<file path="src/rtl/midi_tx_pkg.sv">
// Shared MIDI transmit definitions: line rate, message lengths, status class masks and FSM state types.
package midi_tx_pkg;

    localparam int unsigned MIDI_BAUD     = 31_250;
    localparam int unsigned MIDI_BYTES_CH = 3;
    localparam int unsigned MIDI_BYTES_PC = 2;

    localparam logic [7:0] MIDI_CLASS_MASK = 8'hF0;
    localparam logic [7:0] MIDI_PC_MASK    = 8'hE0;
    localparam logic [7:0] MIDI_CLASS_PC   = 8'hC0;
    localparam logic [7:0] MIDI_CLASS_SYS  = 8'hF0;
    localparam logic [7:0] MIDI_RT_MASK    = 8'hF8;

    typedef enum logic [2:0] {
        MSG_IDLE,
        MSG_SEND_STATUS,
        MSG_SEND_D1,
        MSG_SEND_D2,
        MSG_DONE
    } msg_state_t;

    typedef enum logic [1:0] {
        SER_IDLE,
        SER_START,
        SER_DATA,
        SER_STOP
    } ser_state_t;

    // 0xC0-0xDF carry one data byte, 0xF0-0xFF none, all other status bytes two.
    function automatic logic [1:0] midi_msg_len(input logic [7:0] status);
        if ((status & MIDI_CLASS_MASK) == MIDI_CLASS_SYS)
            return 2'd1;
        else if ((status & MIDI_PC_MASK) == MIDI_CLASS_PC)
            return 2'(MIDI_BYTES_PC);
        else
            return 2'(MIDI_BYTES_CH);
    endfunction

    function automatic logic midi_is_channel(input logic [7:0] status);
        return status[7] && ((status & MIDI_CLASS_MASK) != MIDI_CLASS_SYS);
    endfunction

    function automatic logic midi_is_realtime(input logic [7:0] status);
        return (status & MIDI_RT_MASK) == MIDI_RT_MASK;
    endfunction

endpackage

</file>
<file path="src/rtl/midi_tx_uart_tx_byte.sv">
// UART 8N1 byte serializer: START, BIT0..7, STOP, each BAUD_DIV cycles, LSB first, idle high.
module uart_tx_byte
    import midi_tx_pkg::*;
#(
    parameter int unsigned BAUD_DIV = 320
) (
    input  logic       clk_i,
    input  logic       rst_i,
    input  logic       start_i,
    input  logic [7:0] data_i,
    output logic       ready_o,
    output logic       txData_o
);

    localparam int unsigned     CNT_W    = $clog2(BAUD_DIV);
    localparam logic [CNT_W-1:0] CNT_LAST = CNT_W'(BAUD_DIV - 1);

    ser_state_t       r_state, w_state_nx;
    logic [CNT_W-1:0] r_baud_cnt, w_baud_cnt_nx;
    logic [2:0]       r_bit_cnt, w_bit_cnt_nx;
    logic [7:0]       r_shift, w_shift_nx;
    logic             w_bit_end;

    assign w_bit_end = (r_baud_cnt == CNT_LAST);

    always_ff @(posedge clk_i) begin
        if (rst_i) begin
            r_state    <= SER_IDLE;
            r_baud_cnt <= '0;
            r_bit_cnt  <= '0;
            r_shift    <= '0;
        end else begin
            r_state    <= w_state_nx;
            r_baud_cnt <= w_baud_cnt_nx;
            r_bit_cnt  <= w_bit_cnt_nx;
            r_shift    <= w_shift_nx;
        end
    end

    // Ready is raised during the final stop-bit cycle so a new start bit follows with no gap.
    always_comb begin
        w_state_nx    = r_state;
        w_baud_cnt_nx = r_baud_cnt + 1'b1;
        w_bit_cnt_nx  = r_bit_cnt;
        w_shift_nx    = r_shift;
        ready_o       = 1'b0;
        txData_o      = 1'b1;
        case (r_state)
            SER_IDLE: begin
                ready_o       = 1'b1;
                w_baud_cnt_nx = '0;
                if (start_i) begin
                    w_state_nx = SER_START;
                    w_shift_nx = data_i;
                end
            end
            SER_START: begin
                txData_o = 1'b0;
                if (w_bit_end) begin
                    w_state_nx    = SER_DATA;
                    w_baud_cnt_nx = '0;
                    w_bit_cnt_nx  = '0;
                end
            end
            SER_DATA: begin
                txData_o = r_shift[0];
                if (w_bit_end) begin
                    w_baud_cnt_nx = '0;
                    w_shift_nx    = {1'b0, r_shift[7:1]};
                    if (r_bit_cnt == 3'd7)
                        w_state_nx = SER_STOP;
                    else
                        w_bit_cnt_nx = r_bit_cnt + 3'd1;
                end
            end
            SER_STOP: begin
                if (w_bit_end) begin
                    ready_o       = 1'b1;
                    w_baud_cnt_nx = '0;
                    if (start_i) begin
                        w_state_nx = SER_START;
                        w_shift_nx = data_i;
                    end else begin
                        w_state_nx = SER_IDLE;
                    end
                end
            end
            default: begin
                w_state_nx    = SER_IDLE;
                w_baud_cnt_nx = '0;
            end
        endcase
    end

endmodule

</file>
<file path="src/rtl/midi_tx.sv">
// MIDI message transmitter (UART 8N1). Optional running status via `define MIDI_RUNNING_STATUS_EN.
module midi_tx
    import midi_tx_pkg::*;
#(
    parameter int unsigned CLK_FREQ = 10_000_000,
    parameter int unsigned BAUD     = MIDI_BAUD
) (
    input  logic       clk_i,
    input  logic       rst_i,
    input  logic       msgValid_i,
    output logic       msgReady_o,
    input  logic [7:0] status_i,
    input  logic [7:0] data1_i,
    input  logic [7:0] data2_i,
    output logic       txData_o,
    output logic       busy_o,
    output logic       msgDone_o,
    output logic       err_o
);

    localparam int unsigned BAUD_DIV = CLK_FREQ / BAUD;

    msg_state_t r_state, w_state_nx;
    logic [7:0] r_d1, r_d2;
    logic [1:0] r_len;
    logic       r_err;
    logic       w_accept;
    logic       w_skip_status;
    logic       w_ser_start;
    logic       w_ser_ready;
    logic [7:0] w_ser_data;
    logic [7:0] w_d1_in, w_d2_in;

    assign msgReady_o = (r_state == MSG_IDLE) || (r_state == MSG_DONE);
    assign busy_o     = !msgReady_o;
    assign msgDone_o  = (r_state == MSG_DONE);
    assign err_o      = r_err;
    assign w_accept   = msgValid_i && msgReady_o;
    assign w_d1_in    = data1_i & 8'h7F;
    assign w_d2_in    = data2_i & 8'h7F;

`ifdef MIDI_RUNNING_STATUS_EN
    logic [7:0] r_rs_status;
    logic       r_rs_valid;

    always_ff @(posedge clk_i) begin
        if (rst_i) begin
            r_rs_status <= '0;
            r_rs_valid  <= 1'b0;
        end else if (w_accept && status_i[7]) begin
            if (midi_is_channel(status_i)) begin
                r_rs_status <= status_i;
                r_rs_valid  <= 1'b1;
            end else if (!midi_is_realtime(status_i)) begin
                r_rs_valid  <= 1'b0;
            end
        end
    end

    assign w_skip_status = r_rs_valid && midi_is_channel(status_i) && (status_i == r_rs_status);
`else
    assign w_skip_status = 1'b0;
`endif

    always_ff @(posedge clk_i) begin
        if (rst_i) begin
            r_state <= MSG_IDLE;
            r_d1    <= '0;
            r_d2    <= '0;
            r_len   <= '0;
            r_err   <= 1'b0;
        end else begin
            r_state <= w_state_nx;
            r_err   <= w_accept && !status_i[7];
            if (w_accept) begin
                r_d1  <= w_d1_in;
                r_d2  <= w_d2_in;
                r_len <= midi_msg_len(status_i);
            end
        end
    end

    // The first byte is handed to the serializer on the acceptance edge itself, so the
    // status byte never needs to be stored; later bytes are chained on serializer ready.
    always_comb begin
        w_state_nx  = r_state;
        w_ser_start = 1'b0;
        w_ser_data  = r_d1;
        case (r_state)
            MSG_IDLE, MSG_DONE: begin
                w_state_nx = MSG_IDLE;
                if (w_accept && status_i[7]) begin
                    w_ser_start = 1'b1;
                    if (w_skip_status) begin
                        w_ser_data = w_d1_in;
                        w_state_nx = MSG_SEND_D1;
                    end else begin
                        w_ser_data = status_i;
                        w_state_nx = MSG_SEND_STATUS;
                    end
                end
            end
            MSG_SEND_STATUS: begin
                if (w_ser_ready) begin
                    if (r_len == 2'd1) begin
                        w_state_nx = MSG_DONE;
                    end else begin
                        w_ser_start = 1'b1;
                        w_ser_data  = r_d1;
                        w_state_nx  = MSG_SEND_D1;
                    end
                end
            end
            MSG_SEND_D1: begin
                if (w_ser_ready) begin
                    if (r_len == 2'd3) begin
                        w_ser_start = 1'b1;
                        w_ser_data  = r_d2;
                        w_state_nx  = MSG_SEND_D2;
                    end else begin
                        w_state_nx = MSG_DONE;
                    end
                end
            end
            MSG_SEND_D2: begin
                if (w_ser_ready)
                    w_state_nx = MSG_DONE;
            end
            default: w_state_nx = MSG_IDLE;
        endcase
    end

    uart_tx_byte #(
        .BAUD_DIV(BAUD_DIV)
    ) u_uart_tx_byte (
        .clk_i   (clk_i),
        .rst_i   (rst_i),
        .start_i (w_ser_start),
        .data_i  (w_ser_data),
        .ready_o (w_ser_ready),
        .txData_o(txData_o)
    );

endmodule
</file>
<file path="config.mk">
export PLATFORM = sky130hd
export DESIGN_NAME = midi_tx
export DESIGN_NICKNAME = d
export VERILOG_FILES = /design/src/rtl/midi_tx_pkg.sv /design/src/rtl/midi_tx_uart_tx_byte.sv /design/src/rtl/midi_tx.sv
export SDC_FILE = /design/constraint.sdc
export NUM_CORES = 1
export LEC_CHECK = 0
export BUFFER_PORTS_ARGS = -buffer_cell sky130_fd_sc_hd__buf_2
export CAP_MARGIN = 20
export CORE_ASPECT_RATIO = 1.75
export CORE_MARGIN = 2
export CORE_UTILIZATION = 50
export DETAILED_ROUTE_END_ITERATION = 8
export PLACE_DENSITY = 0.71
export SYNTH_ARGS = -nofsm -noshare
export SYNTH_HDL_FRONTEND = slang
export SYNTH_HIERARCHICAL = 1
export SYNTH_SLANG_ARGS = --single-unit
</file>
<file path="constraint.sdc">
create_clock -name clk_i -period 3 [get_ports clk_i]
set_input_delay 0.3 -clock clk_i [delete_from_list [all_inputs] [get_ports clk_i]]
set_output_delay 0.3 -clock clk_i [all_outputs]
set_load 0.02 [all_outputs]
</file>
==> insert_results.sql <==
INSERT INTO impl_metrics (metric_group, metric, value, unit) VALUES
('floorplan', 'initial_utilization', '52.0', '%'),
('timing', 'final_setup_violations', '0', ''),
('floorplan', 'die_span_in_y', '93.9', 'um'),
('drt', 'wl', '4780', 'um'),
('timing', 'final_min_period_over_clock_period', '87.5', '%'),
('drt', 'firstDrtPassIters', '4', ''),
('final_layout', 'final_area', '2550', 'sq um'),
('drt', 'post-route-drc-count', '0', ''),
('critical_path', 'timing.critical_path.buf_inv', '1', ''),
('run_status', 'run_status', 'completed', ''),
('drt', 'drtAntennaViolNets', '0', ''),
('logic_synthesis', 'synth_top_flop_cell', 'sky130_fd_sc_hd__dfxtp_1', ''),
('critical_path', 'crit_family', 'compound AO/OA/AOI/OAI gates', ''),
('pwr', 'comb_power_share', '39.6', '%'),
('placement', 'io_buffers', '29', ''),
('critical_path', 'critical-path-max-stage-delay', '0.36', 'ns'),
('logic_synthesis', 'instance_count_of_the_mapped_netlist', '247', ''),
('grt', 'grt_max_degree', '38', ''),
('logic_synthesis', 'async_flop_share', '0', '%'),
('flow_run', 'maxcap_viol_count', '0', ''),
('critical_path', 'cp_data_required_time', '3.20', 'ns'),
('clocking', 'cts_tree', 'built', ''),
('timing', 'fin_setup_tns', '0', 'ns'),
('pwr', 'share_clk_of_total_power', '20.3', '%'),
('grt', 'grt_antenna_before_repair', '0', ''),
('pwr', 'ir_drop', '0.000486', 'V'),
('logic_synthesis', 'yosysTopAreaCell', 'sky130_fd_sc_hd__dfxtp_1', ''),
('logic_synthesis', 'synth.avg_cell_area', '9.36', 'sq um'),
('timing', 'worst_clock_skew', '0.00631', 'ns'),
('logic_synthesis', 'syn_nets', '282', ''),
('drt', 'dr.first_iter.drc_count', '61', ''),
('critical_path', 'crit_arrival', '2.83', 'ns'),
('placement', 'hpwlAfterDp', '3530', 'um'),
('pwr', 'cellLeakagePower', '1.03', 'nW'),
('grt', 'use_met3', '3.17', '%'),
('clocking', 'worstSkewPairLatency', '0.29', 'ns'),
('critical_path', 'timing.setup.critical_path_class', 'register to register', ''),
('floorplan', 'fp.coreArea', '4440', 'sq um'),
('pwr', 'power.internal', '1.15', 'mW'),
('floorplan', 'die_span_in_x', '55.4', 'um'),
('critical_path', 'critical_path.startpoint_type', 'register', ''),
('logic_synthesis', 'synth_enable_flop_cells', '0', ''),
('clocking', 'clkSinkCount', '42', ''),
('min_path', 'min-delay-path-class', 'primary input to register', ''),
('final_layout', 'antenna-diode-count', '0', ''),
('pwr', 'power.net_switching', '0.708', 'mW'),
('grt', 'grtUsageTotal', '19.8', '%'),
('grt', 'via_count_of_the_first_global_routing_pass', '1902', ''),
('logic_synthesis', 'synthDominantCellAreaShare', '36.4', '%'),
('timing', 'final_period_minus_worst_setup_slack', '2.63', 'ns'),
('logic_synthesis', 'synthesis.area', '2310', 'sq um'),
('pwr', 'sw_frac_of_total', '38.1', '%'),
('final_layout', 'post_route_cells_drive_above_1_share', '20.1', '%'),
('drt', 'vias', '1883', ''),
('grt', 'global_route.peak_usage_layer', 'met2', ''),
('logic_synthesis', 'yosysSeqAreaShare', '36.4', '%'),
('grt', 'grt_overflow_total', '0', ''),
('critical_path', 'timing.critical_path.cells', 'ha_1 > nand4b_4 > nor3_2 > a21oi_1 > nor2_1 > nand2b_1 > o21ai_1 > inv_1 > a21boi_0 > o221ai_1 > a221oi_1', ''),
('pwr', 'seqPwrFrac', '40.2', '%'),
('final_layout', 'layout.filler_cells', '420', ''),
('critical_path', 'crit_fanout', '4', ''),
('timing', 'achievable_frequency', '381', 'MHz'),
('final_layout', 'final_util', '57.3', '%'),
('timing', 'grt_setup_unrepaired', 'false', ''),
('final_layout', 'nets', '308', ''),
('critical_path', 'crit_path_end_kind', 'register', ''),
('timing', 'final_max_slew_viol_count', '0', ''),
('clocking', 'cts_max_path_buffers', '2', ''),
('logic_synthesis', 'postSynthRegisterBits', '42', ''),
('grt', 'met2_track_demand_over_resource', '38.1', '%'),
('clocking', 'total_clock_buffers_created_by_cts', '5', '');
## registers in the layout (all words and copies together) (netlist names)
name,cells
r_d1,7
err_o,1
r_state,3
u_uart_tx_byte/r_bit_cnt,3
u_uart_tx_byte/r_shift,8
u_uart_tx_byte/r_state,2
r_d2,7
u_uart_tx_byte/r_baud_cnt,9
r_len,2
## what timing repair did
action | 4_1_cts | 5_1_grt
endpoints found under the setup margin | 0 | 10
gates resized for setup | 0 | 2
hold buffers | 0 | 0
## worst register-to-register path, cell delays in order, from the launching register on
cell                       delay (ns)
sky130_fd_sc_hd__dfxtp_1         0.36
sky130_fd_sc_hd__ha_1            0.30
sky130_fd_sc_hd__nand4b_4        0.13
sky130_fd_sc_hd__nor3_2          0.26
sky130_fd_sc_hd__a21oi_1         0.11
sky130_fd_sc_hd__nor2_1          0.22
sky130_fd_sc_hd__nand2b_1        0.13
sky130_fd_sc_hd__o21ai_1         0.28
sky130_fd_sc_hd__inv_1           0.06
sky130_fd_sc_hd__a21boi_0        0.24
sky130_fd_sc_hd__o221ai_1        0.16
sky130_fd_sc_hd__a221oi_1        0.27
## power by group through the flow
stage / logic, mW / clock network (mW) / registers, mW
floorplan: 0.647 / 0 / 0.725
global placement: 0.716 / 0 / 0.752
detailed placement: 0.736 / 0 / 0.757
CTS: 0.740 / 0.388 / 0.746
global route: 0.821 / 0.404 / 0.758
finish: 0.737 / 0.377 / 0.747
## stage by stage
step	hold slack, ns	setup slack (ns)	std cells
floorplan	0.376	0.416	247
global placement	0.434	0.296	317
detailed placement	0.446	0.193	317
CTS	0.218	0.155	325
global route	0.234	0.0972	325
finish	0.224	0.374	325
## per-layer routing
layer | part of all wire [%] | wire length (um) | vias to the layer above
met1 | 39 | 1880 | 876
met5 | 0 | 0 | -
met2 | 54 | 2560 | 55
met4 | 2.8 | 135 | 0
met3 | 4.2 | 199 | 12
li1 | - | - | 940
## final cells by class
cell class                      instances  area (sq um)  share of cell area (%)
Clock buffer                            7          86.3                    3.39
Clock inverter                          1          5.00                   0.196
Inverter                               15          61.3                    2.41
Multi-Input combinational cell        174          1300                    51.0
Sequential cell                        42           841                    33.0
Tap cell                               51          63.8                    2.50
Timing Repair Buffer                   35           190                    7.47
## cells by family after synthesis
family,synth area share [%]
AOI/OAI and AO/OA,20.2
xor gates and xnor gates,1.52
adders and majority gates,4.33
buffers and inverters,7.58
DFF,36.4
muxes,11.3
and+or+nand+nor,18.7
## worst paths after layout
check | from | to | cells after the start | slack (ns)
max | u_uart_tx_byte/r_baud_cnt[0] | u_uart_tx_byte/r_state[0] | 11 | 0.37
min | status_i[6] | r_len[0] | 2 | 0.22
max reg2reg | u_uart_tx_byte/r_baud_cnt[0] | u_uart_tx_byte/r_state[0] | 11 | 0.37
min reg2reg | u_uart_tx_byte/r_baud_cnt[0] | u_uart_tx_byte/r_baud_cnt[0] | 1 | 0.46
## placed cells by master, fill, tap and decap left out, types with 2 or more instances in the layout
master / n
sky130_fd_sc_hd__a211oi_1: 3
sky130_fd_sc_hd__o21ai_0: 5
sky130_fd_sc_hd__xor2_1: 2
sky130_fd_sc_hd__inv_1: 13
sky130_fd_sc_hd__nand2_1: 7
sky130_fd_sc_hd__or3_1: 2
sky130_fd_sc_hd__xnor2_1: 2
sky130_fd_sc_hd__a32oi_1: 2
sky130_fd_sc_hd__mux2i_1: 26
sky130_fd_sc_hd__nor2b_1: 2
sky130_fd_sc_hd__ha_1: 8
sky130_fd_sc_hd__buf_4: 6
sky130_fd_sc_hd__and3b_1: 3
sky130_fd_sc_hd__nor3b_1: 2
sky130_fd_sc_hd__dfxtp_1: 42
sky130_fd_sc_hd__nand3_1: 8
sky130_fd_sc_hd__o21ai_1: 2
sky130_fd_sc_hd__o31ai_1: 2
sky130_fd_sc_hd__a21oi_1: 17
sky130_fd_sc_hd__o21a_1: 2
sky130_fd_sc_hd__clkbuf_8: 6
sky130_fd_sc_hd__nand2b_1: 10
sky130_fd_sc_hd__nor3_1: 4
sky130_fd_sc_hd__buf_2: 29
sky130_fd_sc_hd__inv_4: 2
sky130_fd_sc_hd__a311oi_1: 7
sky130_fd_sc_hd__nor2_1: 26
sky130_fd_sc_hd__a21boi_0: 2
sky130_fd_sc_hd__o221ai_1: 5
Note: power is estimated with default switching activity, not from simulation.
